--- src/rtl/toy_disp_pkg.sv ---
// Shared display constants for the front-panel seven-segment hardware.
// Segment patterns are active-low and ordered {g,f,e,d,c,b,a}.
package toy_disp_pkg;

    typedef logic [6:0] seg_t;

    // All segments dark; shown while the panel is held in reset.
    localparam seg_t SEG_BLANK = 7'h7F;

    // Hex glyphs 0..F; lower-case b and d keep them distinct from 8 and 0.
    localparam seg_t SEG_TABLE [16] = '{
        7'h40, 7'h79, 7'h24, 7'h30,
        7'h19, 7'h12, 7'h02, 7'h78,
        7'h00, 7'h10, 7'h08, 7'h03,
        7'h46, 7'h21, 7'h06, 7'h0E
    };

endpackage

--- src/rtl/hex_to_seg.sv ---
// Combinational nibble to active-low seven-segment pattern.
module hex_to_seg
    import toy_disp_pkg::*;
(
    input  logic [3:0] nibble,
    output logic [6:0] seg
);

    // Straight table lookup; the table covers all 16 codes.
    always_comb begin
        seg = SEG_TABLE[nibble];
    end

endmodule

--- src/rtl/seven_seg_scan.sv ---
// Time-multiplexed hex display scanner with leading-zero blanking and
// an overflow blink mode. Each digit is lit for REFRESH_DIV clocks; while
// the captured overflow flag is set the whole display toggles on/off every
// BLINK_SCANS complete scan rounds.
module seven_seg_scan
    import toy_disp_pkg::*;
#(
    parameter int DIGITS      = 4,
    parameter int DATA_W      = 16,
    parameter int REFRESH_DIV = 50000,
    parameter int BLINK_SCANS = 64
)
(
    input  logic              CLK,
    input  logic              RESET,
    input  logic              LOAD,
    input  logic [DATA_W-1:0] DATA,
    input  logic              OVF,
    input  logic              BLANK_EN,
    output logic [DIGITS-1:0] EN,
    output logic [6:0]        seven_seg_out
);

    localparam int RW = $clog2(REFRESH_DIV);
    localparam int IW = (DIGITS > 1) ? $clog2(DIGITS) : 1;
    localparam int SW = (BLINK_SCANS > 1) ? $clog2(BLINK_SCANS) : 1;

    localparam logic [RW-1:0] REF_LAST  = RW'(REFRESH_DIV - 1);
    localparam logic [IW-1:0] IDX_LAST  = IW'(DIGITS - 1);
    localparam logic [SW-1:0] SCAN_LAST = SW'(BLINK_SCANS - 1);

    logic [DATA_W-1:0] value_q, value_d;
    logic              ovf_q, ovf_d;
    logic [RW-1:0]     ref_cnt_q, ref_cnt_d;
    logic [IW-1:0]     idx_q, idx_d;
    logic [SW-1:0]     scan_cnt_q, scan_cnt_d;
    logic              blink_on_q, blink_on_d;
    logic [DIGITS-1:0] en_q, en_d;
    logic [6:0]        seg_q, seg_d;

    logic              ref_wrap;
    logic              round_end;
    logic [3:0]        cur_nib;
    logic              cur_blank;
    logic              zero_above;
    logic [DIGITS-1:0] en_pat;
    logic [6:0]        dec_seg;

    // Capture of the datapath value and overflow flag.
    always_comb begin
        value_d = value_q;
        ovf_d   = ovf_q;
        if (LOAD) begin
            value_d = DATA;
            ovf_d   = OVF;
        end
    end

    // Refresh divider and digit index; a round ends when the last digit's
    // dwell expires.
    always_comb begin
        ref_wrap  = (ref_cnt_q == REF_LAST);
        round_end = ref_wrap && (idx_q == IDX_LAST);
        ref_cnt_d = ref_wrap ? '0 : ref_cnt_q + 1'b1;
        idx_d     = idx_q;
        if (ref_wrap) begin
            idx_d = (idx_q == IDX_LAST) ? '0 : idx_q + 1'b1;
        end
    end

    // Blink phase: counts whole rounds only while overflow is latched.
    // A capture that clears overflow restores a steady display on the same
    // edge, even though ovf_q itself only drops at that edge.
    always_comb begin
        scan_cnt_d = scan_cnt_q;
        blink_on_d = blink_on_q;
        if (!ovf_q) begin
            scan_cnt_d = '0;
            blink_on_d = 1'b1;
        end else if (round_end) begin
            if (scan_cnt_q == SCAN_LAST) begin
                scan_cnt_d = '0;
                blink_on_d = ~blink_on_q;
            end else begin
                scan_cnt_d = scan_cnt_q + 1'b1;
            end
        end
        if (LOAD && !OVF) begin
            scan_cnt_d = '0;
            blink_on_d = 1'b1;
        end
    end

    // Select the active nibble and decide leading-zero blanking, walking
    // from the most significant digit down so zero_above covers d..top.
    always_comb begin
        cur_nib    = 4'h0;
        cur_blank  = 1'b0;
        zero_above = 1'b1;
        en_pat     = '1;
        for (int d = DIGITS - 1; d >= 0; d--) begin
            zero_above = zero_above && (value_q[4*d +: 4] == 4'h0);
            if (idx_q == IW'(d)) begin
                cur_nib   = value_q[4*d +: 4];
                en_pat[d] = 1'b0;
                if (d > 0) begin
                    cur_blank = BLANK_EN && zero_above;
                end
            end
        end
    end

    hex_to_seg u_hex_to_seg (
        .nibble (cur_nib),
        .seg    (dec_seg)
    );

    // Next values of the registered pin drivers. Segments are driven even
    // for a blanked digit; only the anode enable is suppressed.
    always_comb begin
        en_d  = (cur_blank || !blink_on_q) ? '1 : en_pat;
        seg_d = dec_seg;
    end

    // State and output registers with synchronous active-low reset.
    always_ff @(posedge CLK) begin
        if (!RESET) begin
            value_q    <= '0;
            ovf_q      <= 1'b0;
            ref_cnt_q  <= '0;
            idx_q      <= '0;
            scan_cnt_q <= '0;
            blink_on_q <= 1'b1;
            en_q       <= '1;
            seg_q      <= SEG_BLANK;
        end else begin
            value_q    <= value_d;
            ovf_q      <= ovf_d;
            ref_cnt_q  <= ref_cnt_d;
            idx_q      <= idx_d;
            scan_cnt_q <= scan_cnt_d;
            blink_on_q <= blink_on_d;
            en_q       <= en_d;
            seg_q      <= seg_d;
        end
    end

    assign EN            = en_q;
    assign seven_seg_out = seg_q;

endmodule

--- config.mk ---
export PLATFORM = sky130hd
export DESIGN_NAME = seven_seg_scan
export DESIGN_NICKNAME = d
export VERILOG_FILES = /design/src/rtl/toy_disp_pkg.sv /design/src/rtl/hex_to_seg.sv /design/src/rtl/seven_seg_scan.sv
export SDC_FILE = /design/constraint.sdc
export NUM_CORES = 1
export LEC_CHECK = 0
export BUFFER_PORTS_ARGS = -buffer_cell sky130_fd_sc_hd__buf_2
export CELL_PAD_IN_SITES_DETAIL_PLACEMENT = 1
export CELL_PAD_IN_SITES_GLOBAL_PLACEMENT = 2
export CORE_ASPECT_RATIO = 1.25
export CORE_MARGIN = 5
export CORE_UTILIZATION = 36
export DETAILED_ROUTE_END_ITERATION = 8
export PLACE_DENSITY_LB_ADDON = 0.05
export SLEW_MARGIN = 20
export SYNTH_ARGS = -nofsm -noshare
export SYNTH_HDL_FRONTEND = slang
export SYNTH_SLANG_ARGS = --single-unit
--- constraint.sdc ---
create_clock -name CLK -period 2.73 [get_ports CLK]
set_clock_uncertainty 0.05 [all_clocks]
set_input_delay 0.546 -clock CLK [delete_from_list [all_inputs] [get_ports CLK]]
set_output_delay 0.546 -clock CLK [all_outputs]
set_load 0.1 [all_outputs]
======== Yosys cells after proc, flatten, opt, wreduce, memory -nomap -nowiden ========
Memories as Yosys holds them, arrays and structs flattened. A register that Yosys moved wholly into a read port is not among the register bits.
Cells that the tools add are included.
W data, S select, Z words.
word-level totals
  flip-flop bits (word level) ............. 46
  latch bits .............................. 0
  memory bits (writable) .................. 0
  bits in read-only memories .............. 112
  input port bits ......................... 21
  word-level logic and storage cells ...... 52
  memories kept ........................... 1
memories
  name             depth  bits a word  read ports  clocked after memory_dff  wr ports  line              source
  (no name shown)  16     7            1           1                         0         hex_to_seg.sv:11  seg = SEG_TABLE[nibble];
operators by class
  add/sub/neg operators ................... 3
  multipliers ............................. 0
  div/mod/pow operators ................... 0
  order comparisons ....................... 0
  eq/ne operators ......................... 5
  shift operators ......................... 0
  multiplexer cells ....................... 13
  bitwise operators ....................... 4
  reduce and logical (&&, ||, !) cells .... 19
operators by type and width
  cell                     number
  $add A16 B1 Y16 const B  1
  $eq A16 B16 Y1 const B   1
  $mux W4                  4
  $logic_not A4 Y1         3
  $logic_and A1 B1 Y1      7
  $mux W1                  7
  $add A6 B1 Y6 const B    1
  $eq A6 B6 Y1 const B     1
  $mux W6                  1
  $not A4 Y5               1
  $eq A2 B2 Y1 const B     2
  $reduce_or A2 Y1         2
  $logic_not A1 Y1         3
  $not A1 Y1               3
  $reduce_or A3 Y1         1
  $add A2 B1 Y2 const B    1
  $eq A2 B1 Y1 const B     1
  $logic_not A2 Y1         1
  $mux W2                  1
  $reduce_and A2 Y1        1
  $logic_or A1 B1 Y1       1

======== Logic depth before layout (Yosys ltp) ========
  depth in word-level cells ............... 7
  mapped depth ............................ 11

======== Hierarchy ========
A second synthesis with hierarchy kept.
second synthesis, totals
  cell total of the unflattened synthesis .. 283
  area, all modules ....................... 2563.7 sq um
by module, submodules not included
  module          instances  cells an instance  area each (sq um)  seq. area each (sq um)
  seven_seg_scan  1          250                2289.7             1061.0
  hex_to_seg      1          33                 274.0              0.0

======== Worst setup path after synthesis ========
Ideal clock, no wire load.
  path type ............................... reg2reg
  start point ............................. register idx_q[0]
  end point ............................... register seg_q[0] (netlist: seven_seg_out[0])
  setup time .............................. 0.130 ns
  arrival time ............................ 2.055 ns
  data required time ...................... 2.550 ns
  slack ................................... 0.495 ns
  stages on the path, launching flop included .. 12
  buffers on the path ..................... 1
  period minus slack after synthesis ...... 2.235 ns
  path through ............................ dfxtp_1 -> inv_1 -> ha_1 -> buf_6 -> nor3_2 -> a211o_1 -> o21a_1 -> inv_1 -> ha_1 -> nand2b_1 -> nor4_1 -> nor4_1
between the ends
  cells in the longest elaborated chain, start to end .. 6
ends and longest elaborated chain
  what                                  line                   source
  start: declaration                    seven_seg_scan.sv:35   logic [IW-1:0] idx_q, idx_d;
  start signal: assignment              seven_seg_scan.sv:140  idx_q <= idx_d;
  $eq A2 B2 Y1                          seven_seg_scan.sv:103  if (idx_q == IW'(d)) begin
  $mux W4 (3 in series)                 seven_seg_scan.sv:103
  $mux W4 (*)                           seven_seg_scan.sv:103
  $not A4 Y5 (implied by the code) (*)  hex_to_seg.sv:11
  end: declaration                      seven_seg_scan.sv:39   logic [6:0] seg_q, seg_d;
Every way passes the cells marked *; elsewhere a longest branch is shown, timed or not.
A chain may end at the register's enable or synchronous reset.

======== Worst setup path after layout ========
  start point ............................. register idx_q[1]
  end point ............................... register seg_q[0] (netlist: seven_seg_out[0])
Same word-level chain as after synthesis.

==> results.json <==
{
  "outcome": "complete, no violations",
  "track_usage": 0.139,
  "grt_pass1_vias": 2161,
  "max-vdd-ir-drop_mv": 0.213,
  "drt-pass1-iter-count": 4,
  "post_cts_buffers": 0,
  "rsz0062_at_grt": "false",
  "max_clock_freq_mhz": 407,
  "core_area_sq_mm": 0.00702,
  "reg2reg_from": "idx_q[1]",
  "root_buffer": "clkbuf_8",
  "synth_area_leader_cell": "dfxtp_1",
  "synth_nets": 315,
  "insertion_delay_ps": 310,
  "fin_nets": 343,
  "yosys.area_share.simple": 0.234,
  "p_leak_nw": 1.17,
  "cpPeakStageDelay_ps": 390,
  "viasPerCell": 5.27,
  "grt_pass1_wl_microns": 10300,
  "setup-tns-final_ps": 0,
  "worst-r2r-setup-slack_ps": 270,
  "final_period_minus_worst_setup_slack_ps": 2460,
  "worstSetupPathType": "reg -> reg",
  "initial_core_util": 0.373,
  "worst_setup_path_end_kind": "flip-flop",
  "multi_input_area_sq_mm": 0.00147,
  "max_cap_viol_count": 0,
  "antenna_cells": 0,
  "drc_errors": 0,
  "io_pins": 32,
  "min_from": "DATA[9]",
  "setup_viol": 0,
  "routabilityCongestion": 0.746,
  "crit_path_start": "idx_q[1]",
  "whs_path_depth": 3,
  "ant_nets": 0,
  "area_delta_synth_final_pct": 12.6,
  "final-seq-area_sq_mm": 0.00106,
  "finalHoldViolations": 0,
  "critPathArrivalTime_ps": 2590,
  "synth_area_per_cell_sq_um": 9.29,
  "cts_sinks": 53,
  "grt_max_degree": 23,
  "synth_seq_area_share": 0.405,
  "crit_fanout": 12,
  "clk_pin_slew_ps": 100,
  "rr_worst_depth": 9,
  "hp-class": "in -> reg",
  "h-tree-depth": 2,
  "layout-drive-gt1-share": 0.174,
  "die_w_microns": 86.3,
  "wirelength_microns": 6090,
  "die_height_microns": 105,
  "hpwl_microns": 4620,
  "ys_ff_latch": 53,
  "power-per-cell-area_mw_per_mm2": 500,
  "synth_top_area_frac": 0.405,
  "synth_edf_count": 0,
  "tightest_slew_ps": 723,
  "ctsLongestPathBuffers": 2,
  "numCtsBuffers": 5,
  "cp.required_ps": 2860,
  "slew_violations": 0,
  "timing.final.crit_share": 0.899,
  "fillCellCount": 836,
  "synthCells": 282,
  "synth_compound_area_frac": 0.131,
  "rows": 34,
  "wire_per_inst_microns": 15.2,
  "synth_area_sq_mm": 0.00262,
  "vias": 2112,
  "crit_slowest_cell": "dfxtp_1",
  "hold_buffers": 0,
  "synth_area_leaders": "dfxtp_1 (40%), mux2i_1 (9.2%), ha_1 (5.7%), nor2_1 (4.6%), nand2_1 (3.6%)",
  "synthXorXnorAreaFrac": 0.0401,
  "cp-start-kind": "flip-flop",
  "whs_ps": 419,
  "relSlewSlack": 0.518,
  "synth_top_family_by_area": "simple AND/OR/NAND/NOR gates",
  "async_flop_share": 0,
  "worstPathCellList": "inv_1 > ha_1 > a211oi_1 > a211o_1 > inv_1 > ha_1 > nand2b_1 > a211oi_1 > nor4_1",
  "synthAdderAreaFrac": 0.0573,
  "first_iter_violations": 64,
  "r2r-end": "seven_seg_out[0]",
  "portBuffers": 31,
  "synthDistinctLibCells": 51,
  "dieArea_sq_mm": 0.00909,
  "cts_tree": "yes",
  "grt_overflow": 0,
  "muxShareOfSynthArea": 0.0917,
  "synth_flop_cell": "dfxtp_1",
  "yosysWarnings": 0,
  "antenna_found_initial": 0,
  "crit_end": "seven_seg_out[0]",
  "p_total_w": 0.00148
}
==> layer usage <==
metal  routed length [microns]  track usage  vias up
li1                          -            -     1062
met1                      2750        0.166     1022
met2                      3160        0.248       23
met3                       146       0.0304        5
met4                        30       0.0367        0
met5                         0            0        -
==> area by class of cell <==
cell class | count | share of cell area
inverter | 9 | 0.0115
clock buffer | 7 | 0.0259
multi-input combinational | 205 | 0.497
clock inverter | 1 | 0.00254
sequential | 53 | 0.360
tap | 90 | 0.0382
timing repair buffer | 36 | 0.0653
==> worst max-delay path, delay by kind of cell, from the launching register on <==
| kind | cells | cell delay [ps] |
|---|---|---|
| buf+inv | 2 | 210 |
| simple gates | 2 | 260 |
| compound gates | 3 | 830 |
| flops | 1 | 390 |
| fa+ha+maj | 2 | 610 |
==> how the worst min path moves through the flow <==
| stage | slack (ps) | end |
|---|---|---|
| floorplan | 380 | ref_cnt_q[0] |
| global placement | 390 | ref_cnt_q[0] |
| detailed placement | 410 | ref_cnt_q[0] |
| CTS | 410 | value_q[6] |
| global route | 410 | value_q[10] |
| finish | 420 | value_q[9] |
==> through the flow <==
stage,worst slack (ps),utilization,area [sq um],cells
2_1_floorplan,495,-,2620,282
5_1_grt,22.9,0.420,2950,401
3_3_place_gp,276,0.406,2850,393
3_5_place_dp,156,0.406,2850,393
4_1_cts,144,0.418,2940,401
6_report,275,0.420,2950,401
==> Yosys cell counts, types with 5 or more instances <==
master	instances
xor2_1	10
nand3_1	10
ha_1	12
inv_1	9
nor3_1	5
dfxtp_1	53
mux2i_1	24
clkbuf_1	6
nand2_1	25
a21oi_1	8
nand4_1	6
buf_2	6
o21ai_0	8
or3_1	5
nor2_1	32
==> flip-flops by register name, summed over array words and instances (netlist names) <==
name / cells
seven_seg_out: 7
scan_cnt_q: 6
blink_on_q: 1
ovf_q: 1
value_q: 16
ref_cnt_q: 16
idx_q: 2
EN: 4
==> cells by family (layout without fill, tap and decap cells) <==
logic type,Yosys count,in the layout
buffers and inverters,24,53
and+or+nand+nor,115,115
muxes,24,24
adders and majority gates,12,12
AOI/OAI and AO/OA,42,42
xor gates and xnor gates,12,12
DFF,53,53
==> layout by cell type, fill, tap and decap left out, types with 6 or more instances in the layout <==
cell | synthesis | layout
nand4_1 | 6 | 6
ha_1 | 12 | 11
o21ai_0 | 8 | 8
buf_2 | 6 | 31
dfxtp_1 | 53 | 53
nand3_1 | 10 | 10
inv_1 | 9 | 9
nor2_1 | 32 | 32
a21oi_1 | 8 | 8
xor2_1 | 10 | 10
mux2i_1 | 24 | 24
nand2_1 | 25 | 25
==> report_power, final <==
| part | internal [W] | switching [W] | leakage [nW] |
|---|---|---|---|
| registers | 0.000802 | 0.0000182 | 0.434 |
| logic | 0.0000609 | 0.000152 | 0.693 |
| clock network | 0.000182 | 0.000260 | 0.0385 |
| total | 0.00105 | 0.000430 | 1.17 |
==> repair_timing <==
item,4_1_cts,5_1_grt
endpoints found under the hold margin,0,0
resized for setup,0,3
setup endpoints to repair,0,1
(Power assumes the default switching activity.)
